### config.mk
export PLATFORM = sky130hd
export DESIGN_NAME = eu_operand_collector_flat
export DESIGN_NICKNAME = d
export VERILOG_FILES = /design/src/rtl/eu_operand_collector_pkg.sv /design/src/rtl/eu_operand_collector_if.sv /design/src/rtl/eu_operand_collector_slot.sv /design/src/rtl/eu_operand_collector.sv /design/src/flat_wrapper.sv
export SDC_FILE = /design/constraint.sdc
export NUM_CORES = 1
export LEC_CHECK = 0
export ABC_AREA = 1
export CAP_MARGIN = 20
export CELL_PAD_IN_SITES_DETAIL_PLACEMENT = 1
export CELL_PAD_IN_SITES_GLOBAL_PLACEMENT = 1
export CORE_ASPECT_RATIO = 1.1
export CORE_MARGIN = 2
export CORE_UTILIZATION = 28
export CTS_BUF_LIST = sky130_fd_sc_hd__clkbuf_8 sky130_fd_sc_hd__clkbuf_16
export DETAILED_ROUTE_END_ITERATION = 12
export GPL_ROUTABILITY_DRIVEN = 0
export PLACE_DENSITY_LB_ADDON = 0.1
export SLEW_MARGIN = 10
export SYNTH_ARGS = -nofsm -noshare
export SYNTH_HDL_FRONTEND = slang
export SYNTH_SLANG_ARGS = --single-unit
export TNS_END_PERCENT = 100
### constraint.sdc
create_clock -name clk -period 3.8 [get_ports clk]
set_clock_uncertainty 0.05 [all_clocks]
set_input_delay 0.57 -clock clk [delete_from_list [all_inputs] [get_ports clk]]
set_output_delay 0.57 -clock clk [all_outputs]
set_load 0.01 [all_outputs]
### src/rtl/eu_operand_collector_pkg.sv
// Shared types for the execution-unit operand collector: FSM state encoding,
// the slot record layout and the post-acceptance state decision.
package eu_operand_collector_pkg;

  localparam int OC_DATA_W = 16;

  typedef enum logic [1:0] {
    IDLE    = 2'd0,
    COLLECT = 2'd1,
    ISSUE   = 2'd2
  } type_collector_state;

  typedef struct packed {
    logic                 valid;
    logic                 isforeign;
    logic [OC_DATA_W-1:0] data;
  } type_operand_slot;

  // An instruction whose operands are all immediates needs no collection.
  function automatic type_collector_state state_after_accept(input logic all_imm);
    return all_imm ? ISSUE : COLLECT;
  endfunction

endpackage

### src/rtl/eu_operand_collector_if.sv
// Queue-side, source-side and ALU-side signals of one operand collector.
// The master modport drives instructions and sources; the slave modport is the collector.
interface eu_operand_collector_if #(
  parameter int NUM_OPS = 2,
  parameter int DATA_W  = 16,
  parameter int TAG_W   = 4,
  parameter int CNT_W   = 4
);
  logic                      instr_valid_i;
  logic                      instr_ready_o;
  logic [TAG_W-1:0]          instr_tag_i;
  logic [NUM_OPS-1:0]        op_isreg_i;
  logic [NUM_OPS-1:0]        op_isforeign_i;
  logic [NUM_OPS*DATA_W-1:0] op_imm_i;
  logic [NUM_OPS*DATA_W-1:0] loc_data_i;
  logic [NUM_OPS-1:0]        loc_success_i;
  logic [NUM_OPS*DATA_W-1:0] for_data_i;
  logic [NUM_OPS-1:0]        for_success_i;
  logic                      flush_i;
  logic                      alu_valid_o;
  logic                      alu_ready_i;
  logic [TAG_W-1:0]          alu_tag_o;
  logic [NUM_OPS*DATA_W-1:0] alu_ops_o;
  logic [CNT_W-1:0]          wait_cycles_o;
  logic                      busy_o;

  modport master (
    output instr_valid_i, instr_tag_i, op_isreg_i, op_isforeign_i, op_imm_i,
           loc_data_i, loc_success_i, for_data_i, for_success_i, flush_i, alu_ready_i,
    input  instr_ready_o, alu_valid_o, alu_tag_o, alu_ops_o, wait_cycles_o, busy_o
  );

  modport slave (
    input  instr_valid_i, instr_tag_i, op_isreg_i, op_isforeign_i, op_imm_i,
           loc_data_i, loc_success_i, for_data_i, for_success_i, flush_i, alu_ready_i,
    output instr_ready_o, alu_valid_o, alu_tag_o, alu_ops_o, wait_cycles_o, busy_o
  );
endinterface

### src/rtl/eu_operand_collector_slot.sv
// One operand slot: loads an immediate or arms for a register read, then
// holds the first hit from whichever source bus the operand was routed to.
module eu_operand_slot #(
  parameter int DATA_W = 16
) (
  input  logic              clk,
  input  logic              rst_n,
  input  logic              load_i,
  input  logic              isreg_i,
  input  logic              isforeign_i,
  input  logic [DATA_W-1:0] imm_i,
  input  logic              collect_i,
  input  logic              clear_i,
  input  logic [DATA_W-1:0] loc_data_i,
  input  logic              loc_hit_i,
  input  logic [DATA_W-1:0] for_data_i,
  input  logic              for_hit_i,
  output logic              valid_o,
  output logic              hit_o,
  output logic [DATA_W-1:0] data_o
);

  logic              valid_q, valid_d;
  logic              isforeign_q, isforeign_d;
  logic [DATA_W-1:0] data_q, data_d;
  logic [DATA_W-1:0] cap_data;

  // Gating on ~valid_q keeps the first hit; the unselected bus never matters.
  assign hit_o    = collect_i & ~valid_q & (isforeign_q ? for_hit_i : loc_hit_i);
  assign cap_data = isforeign_q ? for_data_i : loc_data_i;

  always_comb begin
    valid_d     = valid_q;
    isforeign_d = isforeign_q;
    data_d      = data_q;
    if (clear_i) begin
      valid_d = 1'b0;
    end else if (load_i) begin
      valid_d     = ~isreg_i;
      isforeign_d = isforeign_i;
      data_d      = isreg_i ? '0 : imm_i;
    end else if (hit_o) begin
      valid_d = 1'b1;
      data_d  = cap_data;
    end
  end

  always_ff @(posedge clk or negedge rst_n) begin
    if (!rst_n) begin
      valid_q     <= 1'b0;
      isforeign_q <= 1'b0;
      data_q      <= '0;
    end else begin
      valid_q     <= valid_d;
      isforeign_q <= isforeign_d;
      data_q      <= data_d;
    end
  end

  assign valid_o = valid_q;
  assign data_o  = data_q;

endmodule

### src/rtl/eu_operand_collector.sv
// Operand collector between the instruction queue head and the ALU: FSM,
// tag and wait counter here, per-operand capture in eu_operand_slot.
module eu_operand_collector
  import eu_operand_collector_pkg::*;
#(
  parameter int NUM_OPS = 2,
  parameter int DATA_W  = 16,
  parameter int TAG_W   = 4,
  parameter int CNT_W   = 4
) (
  input  logic                   clk,
  input  logic                   reset_n,
  eu_operand_collector_if.slave  oc
);

  type_collector_state state_q, state_d;
  logic [TAG_W-1:0]    tag_q, tag_d;
  logic [CNT_W-1:0]    wait_q, wait_d;

  logic [NUM_OPS-1:0][DATA_W-1:0] imm_a, loc_a, for_a, slot_data;
  logic [NUM_OPS-1:0]             slot_vld, slot_hit;
  logic accept, handshake, collect, all_imm, all_ready, slot_clear;

  assign imm_a = oc.op_imm_i;
  assign loc_a = oc.loc_data_i;
  assign for_a = oc.for_data_i;

  assign oc.instr_ready_o = ~oc.flush_i & ((state_q == IDLE) |
                                           ((state_q == ISSUE) & oc.alu_ready_i));
  assign accept     = oc.instr_valid_i & oc.instr_ready_o;
  assign oc.alu_valid_o = (state_q == ISSUE) & ~oc.flush_i;
  assign handshake  = oc.alu_valid_o & oc.alu_ready_i;
  assign collect    = (state_q == COLLECT) & ~oc.flush_i;
  assign all_imm    = ~|oc.op_isreg_i;
  // Slots captured this cycle count toward completion.
  assign all_ready  = &(slot_vld | slot_hit);
  assign slot_clear = oc.flush_i | (handshake & ~accept);

  for (genvar g = 0; g < NUM_OPS; g++) begin : g_slot
    eu_operand_slot #(.DATA_W(DATA_W)) u_slot (
      .clk         (clk),
      .rst_n       (reset_n),
      .load_i      (accept),
      .isreg_i     (oc.op_isreg_i[g]),
      .isforeign_i (oc.op_isforeign_i[g]),
      .imm_i       (imm_a[g]),
      .collect_i   (collect),
      .clear_i     (slot_clear),
      .loc_data_i  (loc_a[g]),
      .loc_hit_i   (oc.loc_success_i[g]),
      .for_data_i  (for_a[g]),
      .for_hit_i   (oc.for_success_i[g]),
      .valid_o     (slot_vld[g]),
      .hit_o       (slot_hit[g]),
      .data_o      (slot_data[g])
    );
  end

  always_comb begin
    state_d = state_q;
    tag_d   = tag_q;
    wait_d  = wait_q;
    if (oc.flush_i) begin
      state_d = IDLE;
    end else begin
      case (state_q)
        IDLE: ;
        COLLECT: begin
          if (wait_q != {CNT_W{1'b1}}) wait_d = wait_q + CNT_W'(1);
          if (all_ready) state_d = ISSUE;
        end
        ISSUE: if (handshake) state_d = IDLE;
        default: state_d = IDLE;
      endcase
      if (accept) begin
        state_d = state_after_accept(all_imm);
        tag_d   = oc.instr_tag_i;
        wait_d  = '0;
      end
    end
  end

  always_ff @(posedge clk or negedge reset_n) begin
    if (!reset_n) begin
      state_q <= IDLE;
      tag_q   <= '0;
      wait_q  <= '0;
    end else begin
      state_q <= state_d;
      tag_q   <= tag_d;
      wait_q  <= wait_d;
    end
  end

  assign oc.alu_tag_o     = tag_q;
  assign oc.alu_ops_o     = slot_data;
  assign oc.wait_cycles_o = wait_q;
  assign oc.busy_o        = (state_q != IDLE);

endmodule
### src/flat_wrapper.sv
// flat-port wrapper written by rule: the top's interface ports become plain ports
module eu_operand_collector_flat import eu_operand_collector_pkg::*;
#(
  parameter int NUM_OPS = 2,
  parameter int DATA_W  = 16,
  parameter int TAG_W   = 4,
  parameter int CNT_W   = 4
)
  (clk, reset_n, oc_instr_valid_i, oc_instr_tag_i, oc_op_isreg_i, oc_op_isforeign_i, oc_op_imm_i, oc_loc_data_i, oc_loc_success_i, oc_for_data_i, oc_for_success_i, oc_flush_i, oc_alu_ready_i, oc_instr_ready_o, oc_alu_valid_o, oc_alu_tag_o, oc_alu_ops_o, oc_wait_cycles_o, oc_busy_o);
  eu_operand_collector_if #(.NUM_OPS(NUM_OPS), .DATA_W(DATA_W), .TAG_W(TAG_W), .CNT_W(CNT_W)) oc_i ();
  input  logic clk;
  input  logic reset_n;
  input wire logic [$bits(oc_i.instr_valid_i)-1:0] oc_instr_valid_i;
  input wire logic [$bits(oc_i.instr_tag_i)-1:0] oc_instr_tag_i;
  input wire logic [$bits(oc_i.op_isreg_i)-1:0] oc_op_isreg_i;
  input wire logic [$bits(oc_i.op_isforeign_i)-1:0] oc_op_isforeign_i;
  input wire logic [$bits(oc_i.op_imm_i)-1:0] oc_op_imm_i;
  input wire logic [$bits(oc_i.loc_data_i)-1:0] oc_loc_data_i;
  input wire logic [$bits(oc_i.loc_success_i)-1:0] oc_loc_success_i;
  input wire logic [$bits(oc_i.for_data_i)-1:0] oc_for_data_i;
  input wire logic [$bits(oc_i.for_success_i)-1:0] oc_for_success_i;
  input wire logic [$bits(oc_i.flush_i)-1:0] oc_flush_i;
  input wire logic [$bits(oc_i.alu_ready_i)-1:0] oc_alu_ready_i;
  output wire logic [$bits(oc_i.instr_ready_o)-1:0] oc_instr_ready_o;
  output wire logic [$bits(oc_i.alu_valid_o)-1:0] oc_alu_valid_o;
  output wire logic [$bits(oc_i.alu_tag_o)-1:0] oc_alu_tag_o;
  output wire logic [$bits(oc_i.alu_ops_o)-1:0] oc_alu_ops_o;
  output wire logic [$bits(oc_i.wait_cycles_o)-1:0] oc_wait_cycles_o;
  output wire logic [$bits(oc_i.busy_o)-1:0] oc_busy_o;
  assign oc_i.instr_valid_i = oc_instr_valid_i;
  assign oc_i.instr_tag_i = oc_instr_tag_i;
  assign oc_i.op_isreg_i = oc_op_isreg_i;
  assign oc_i.op_isforeign_i = oc_op_isforeign_i;
  assign oc_i.op_imm_i = oc_op_imm_i;
  assign oc_i.loc_data_i = oc_loc_data_i;
  assign oc_i.loc_success_i = oc_loc_success_i;
  assign oc_i.for_data_i = oc_for_data_i;
  assign oc_i.for_success_i = oc_for_success_i;
  assign oc_i.flush_i = oc_flush_i;
  assign oc_i.alu_ready_i = oc_alu_ready_i;
  assign oc_instr_ready_o = oc_i.instr_ready_o;
  assign oc_alu_valid_o = oc_i.alu_valid_o;
  assign oc_alu_tag_o = oc_i.alu_tag_o;
  assign oc_alu_ops_o = oc_i.alu_ops_o;
  assign oc_wait_cycles_o = oc_i.wait_cycles_o;
  assign oc_busy_o = oc_i.busy_o;
  eu_operand_collector #(.NUM_OPS(NUM_OPS), .DATA_W(DATA_W), .TAG_W(TAG_W), .CNT_W(CNT_W)) u_core (.clk(clk), .reset_n(reset_n), .oc(oc_i));
endmodule
==> results.yml <==
run_status:
  status: "finished clean"
worst_setup_path:
  end_kind: "flop"
  arrival_ns: 2.74
  crit_path_cell_trace: "clkdlybuf4s50_1 > inv_1 > a21oi_2 > nand3_2 > nand2_2 > inv_2 > nand2_1 > nand2_1"
  start_kind: "primary input"
  cp_slowest_cell: "nand2_2"
  critical_path_class: "primary input to flop"
  crit_fanout: 25
  cpMostUsedCell: "nand2_1"
  crit_path_max_incr_delay_ns: 0.55
  regToRegStartpoint: "u_core.state_q[1]$_DFFE_PN0P_"
  critPathRequiredTime_ns: 3.93
  startpoint: "oc_alu_ready_i"
job:
  cap_violations: 0
finish:
  nets: 672
  fillCellCount: 1253
  drive_above_1_share: 0.03757
  areaGrowthSynthToFinish_pct: 58.33
  fin_cells: 679
  ff_latch_area_um2: 1151
  layout_common_cells: "nand2_1 (169), clkdlybuf4s50_1 (154), nor2_1 (65)"
  multiInputGateArea_um2: 1384
  final_common_cell: "nand2_1"
  n_antenna_cell: 0
floorplan:
  coreArea_um2: 9794
  die-height_um: 108.8
  die_w_um: 99.27
  fp.dieArea_um2: 10800
  start_util: 0.2854
  ios: 156
  rows: 38
sta:
  tightest_slew_ns: 0.7186
  finalSetupViolations: 0
  finalHoldViolations: 0
  setup_slack_ns: 1.186
  setup_tns_ns: 0
  slew_viol_final: 0
  whs_ns: 0.2177
  fin_crit_ns: 2.614
  clock.fmax_mhz: 382.6
  rsz0062_at_grt: "no"
  slew_headroom: 0.5209
  finalCritPeriodShare: 0.6879
clock_tree:
  cts_buffers: 5
  root_buffer: "clkbuf_8"
  clock_latency_ns: 0.29
  cts_resized: 0
  cts_setup_buffers: 0
  cts_tree: "yes"
  clkTransAtPathRegs_ns: 0.09
  cts_max_level: 2
  cts_buffer_depth: 2
  cts_sinks: 46
  postCtsHoldBufs: 0
logic_synthesis:
  synth_edf_count: 0
  async_reset_ff_frac: 1.000
  yosys_warnings: 0
  syn-cell-area_um2: 2795
  synth.distinct_cells: 24
  ys_seq_area_frac: 0.4118
  synthCells: 414
  synth_area_per_cell_um2: 6.752
  ys.flop_type: "dfrtp_1"
  ys_ff_latch: 46
  syn_nets: 528
pwr:
  power_density_nw_per_um2: 474.6
  peakVddDrop_v: 0.0001913
  p_leak_uw: 0.002047
  finalPower_uw: 2100
global_route:
  antenna_found_initial: 0
  met2_usage: 0.3349
  top_usage_layer: "met2"
  met1_usage: 0.2262
  overflow: 0
  grt_pass1_vias: 3244
  grt_util_all_layers: 0.1834
  grt_max_degree: 41
  met3_usage: 0.03077
  grt_pass1_wl_um: 15750
placement:
  dp_hpwl_um: 7513
  port_buffers: 155
  pre_cts_slack_ns: 0.8532
  dp_cells: 671
drt:
  drtPass1Iterations: 4
  num_vias: 3180
  drtAntennaViolNets: 0
  drtIter0Drc: 99
  routed_wl_um: 10030
  via_per_inst: 4.683
  drc: 0
  wl_per_cell_um: 14.77
worst_hold_path:
  hp-class: "primary input to asynchronous set/reset pin"
==> flip-flops by register name, summed over array words and instances, names as in the netlist <==
name	count
u_core.g_slot.u_slot.valid_o	2
u_core.oc.alu_tag_o	4
u_core.g_slot.u_slot.data_o	32
u_core.g_slot.u_slot.isforeign_q	2
u_core.oc.wait_cycles_o	4
u_core.state_q	2
==> power breakdown <==
group	switching [µW]	leakage, µW	internal [µW]	total [µW]
Sequential	135	0.000572	661	796
Combinational	472	0.00142	528	1000
Clock	160	0.0000524	144	304
==> synth_stat cells, drive strengths merged, types with 2 or more instances <==
cell / instances / area [µm²]
nor2: 65 / 244.0
buf: 15 / 157.7
clkinv: 2 / 7.510
nand3: 42 / 215.2
clkbuf: 6 / 22.52
nor3: 2 / 21.27
o21ai: 40 / 200.2
inv: 18 / 72.57
a21oi: 2 / 13.76
nand2: 171 / 646.9
dfrtp: 46 / 1151
==> path summary, 6_finish.rpt <==
| kind | cells past startpoint | slack (ns) | to |
|---|---|---|---|
| setup / recovery | 8 | 1.19 | u_core.g_slot[0].u_slot.data_o[1]$_DFFE_PN0P_ |
| hold / removal | 1 | 0.22 | u_core.oc.wait_cycles_o[1]$_DFFE_PN0P_ |
| setup reg to reg | 6 | 1.52 | u_core.g_slot[0].u_slot.data_o[1]$_DFFE_PN0P_ |
| hold reg to reg | 2 | 0.44 | u_core.g_slot[0].u_slot.data_o[7]$_DFFE_PN0P_ |
| max in group asynchronous | 2 | 2.75 | u_core.g_slot[0].u_slot.data_o[10]$_DFFE_PN0P_ |
| min in group clk | 2 | 0.44 | u_core.g_slot[0].u_slot.data_o[7]$_DFFE_PN0P_ |
==> logic make-up (layout without fill, tap and decap cells) <==
family,count (synthesis),in the layout,synth area share
simple gates,282,282,0.4082
buf+inv,41,186,0.09311
compound gates,43,43,0.07923
flops,46,46,0.4118
fa+ha+maj,1,1,0.004476
xor+xnor,1,1,0.003134
==> worst max-delay path, delay by kind of cell <==
kind | cells | cell delay, ns
compound gates | 1 | 0.19
simple gates | 4 | 1.21
buf+inv | 3 | 0.78
==> stage by stage <==
step	instance area [µm²]	utilization
floorplan	2795	-
global placement	4334	0.4425
detailed placement	4334	0.4425
CTS	4425	0.4518
global route	4425	0.4518
finish	4425	0.4518
==> per-layer routing <==
metal | vias to the layer above | part of all wire
li1 | 1589 | -
met1 | 1508 | 0.43
met2 | 79 | 0.52
met3 | 4 | 0.047
met4 | 0 | 0.0068
met5 | - | 0
==> final cells by class <==
class,instances,share of cell area
clock buffers,6,0.01866
clock inverters,2,0.001979
inverters,20,0.01809
multi-input cells,327,0.3127
flip-flops and latches,46,0.2601
well taps,120,0.03393
repair buffers,158,0.3545
No activity file was read; power rests on OpenSTA's default activity.
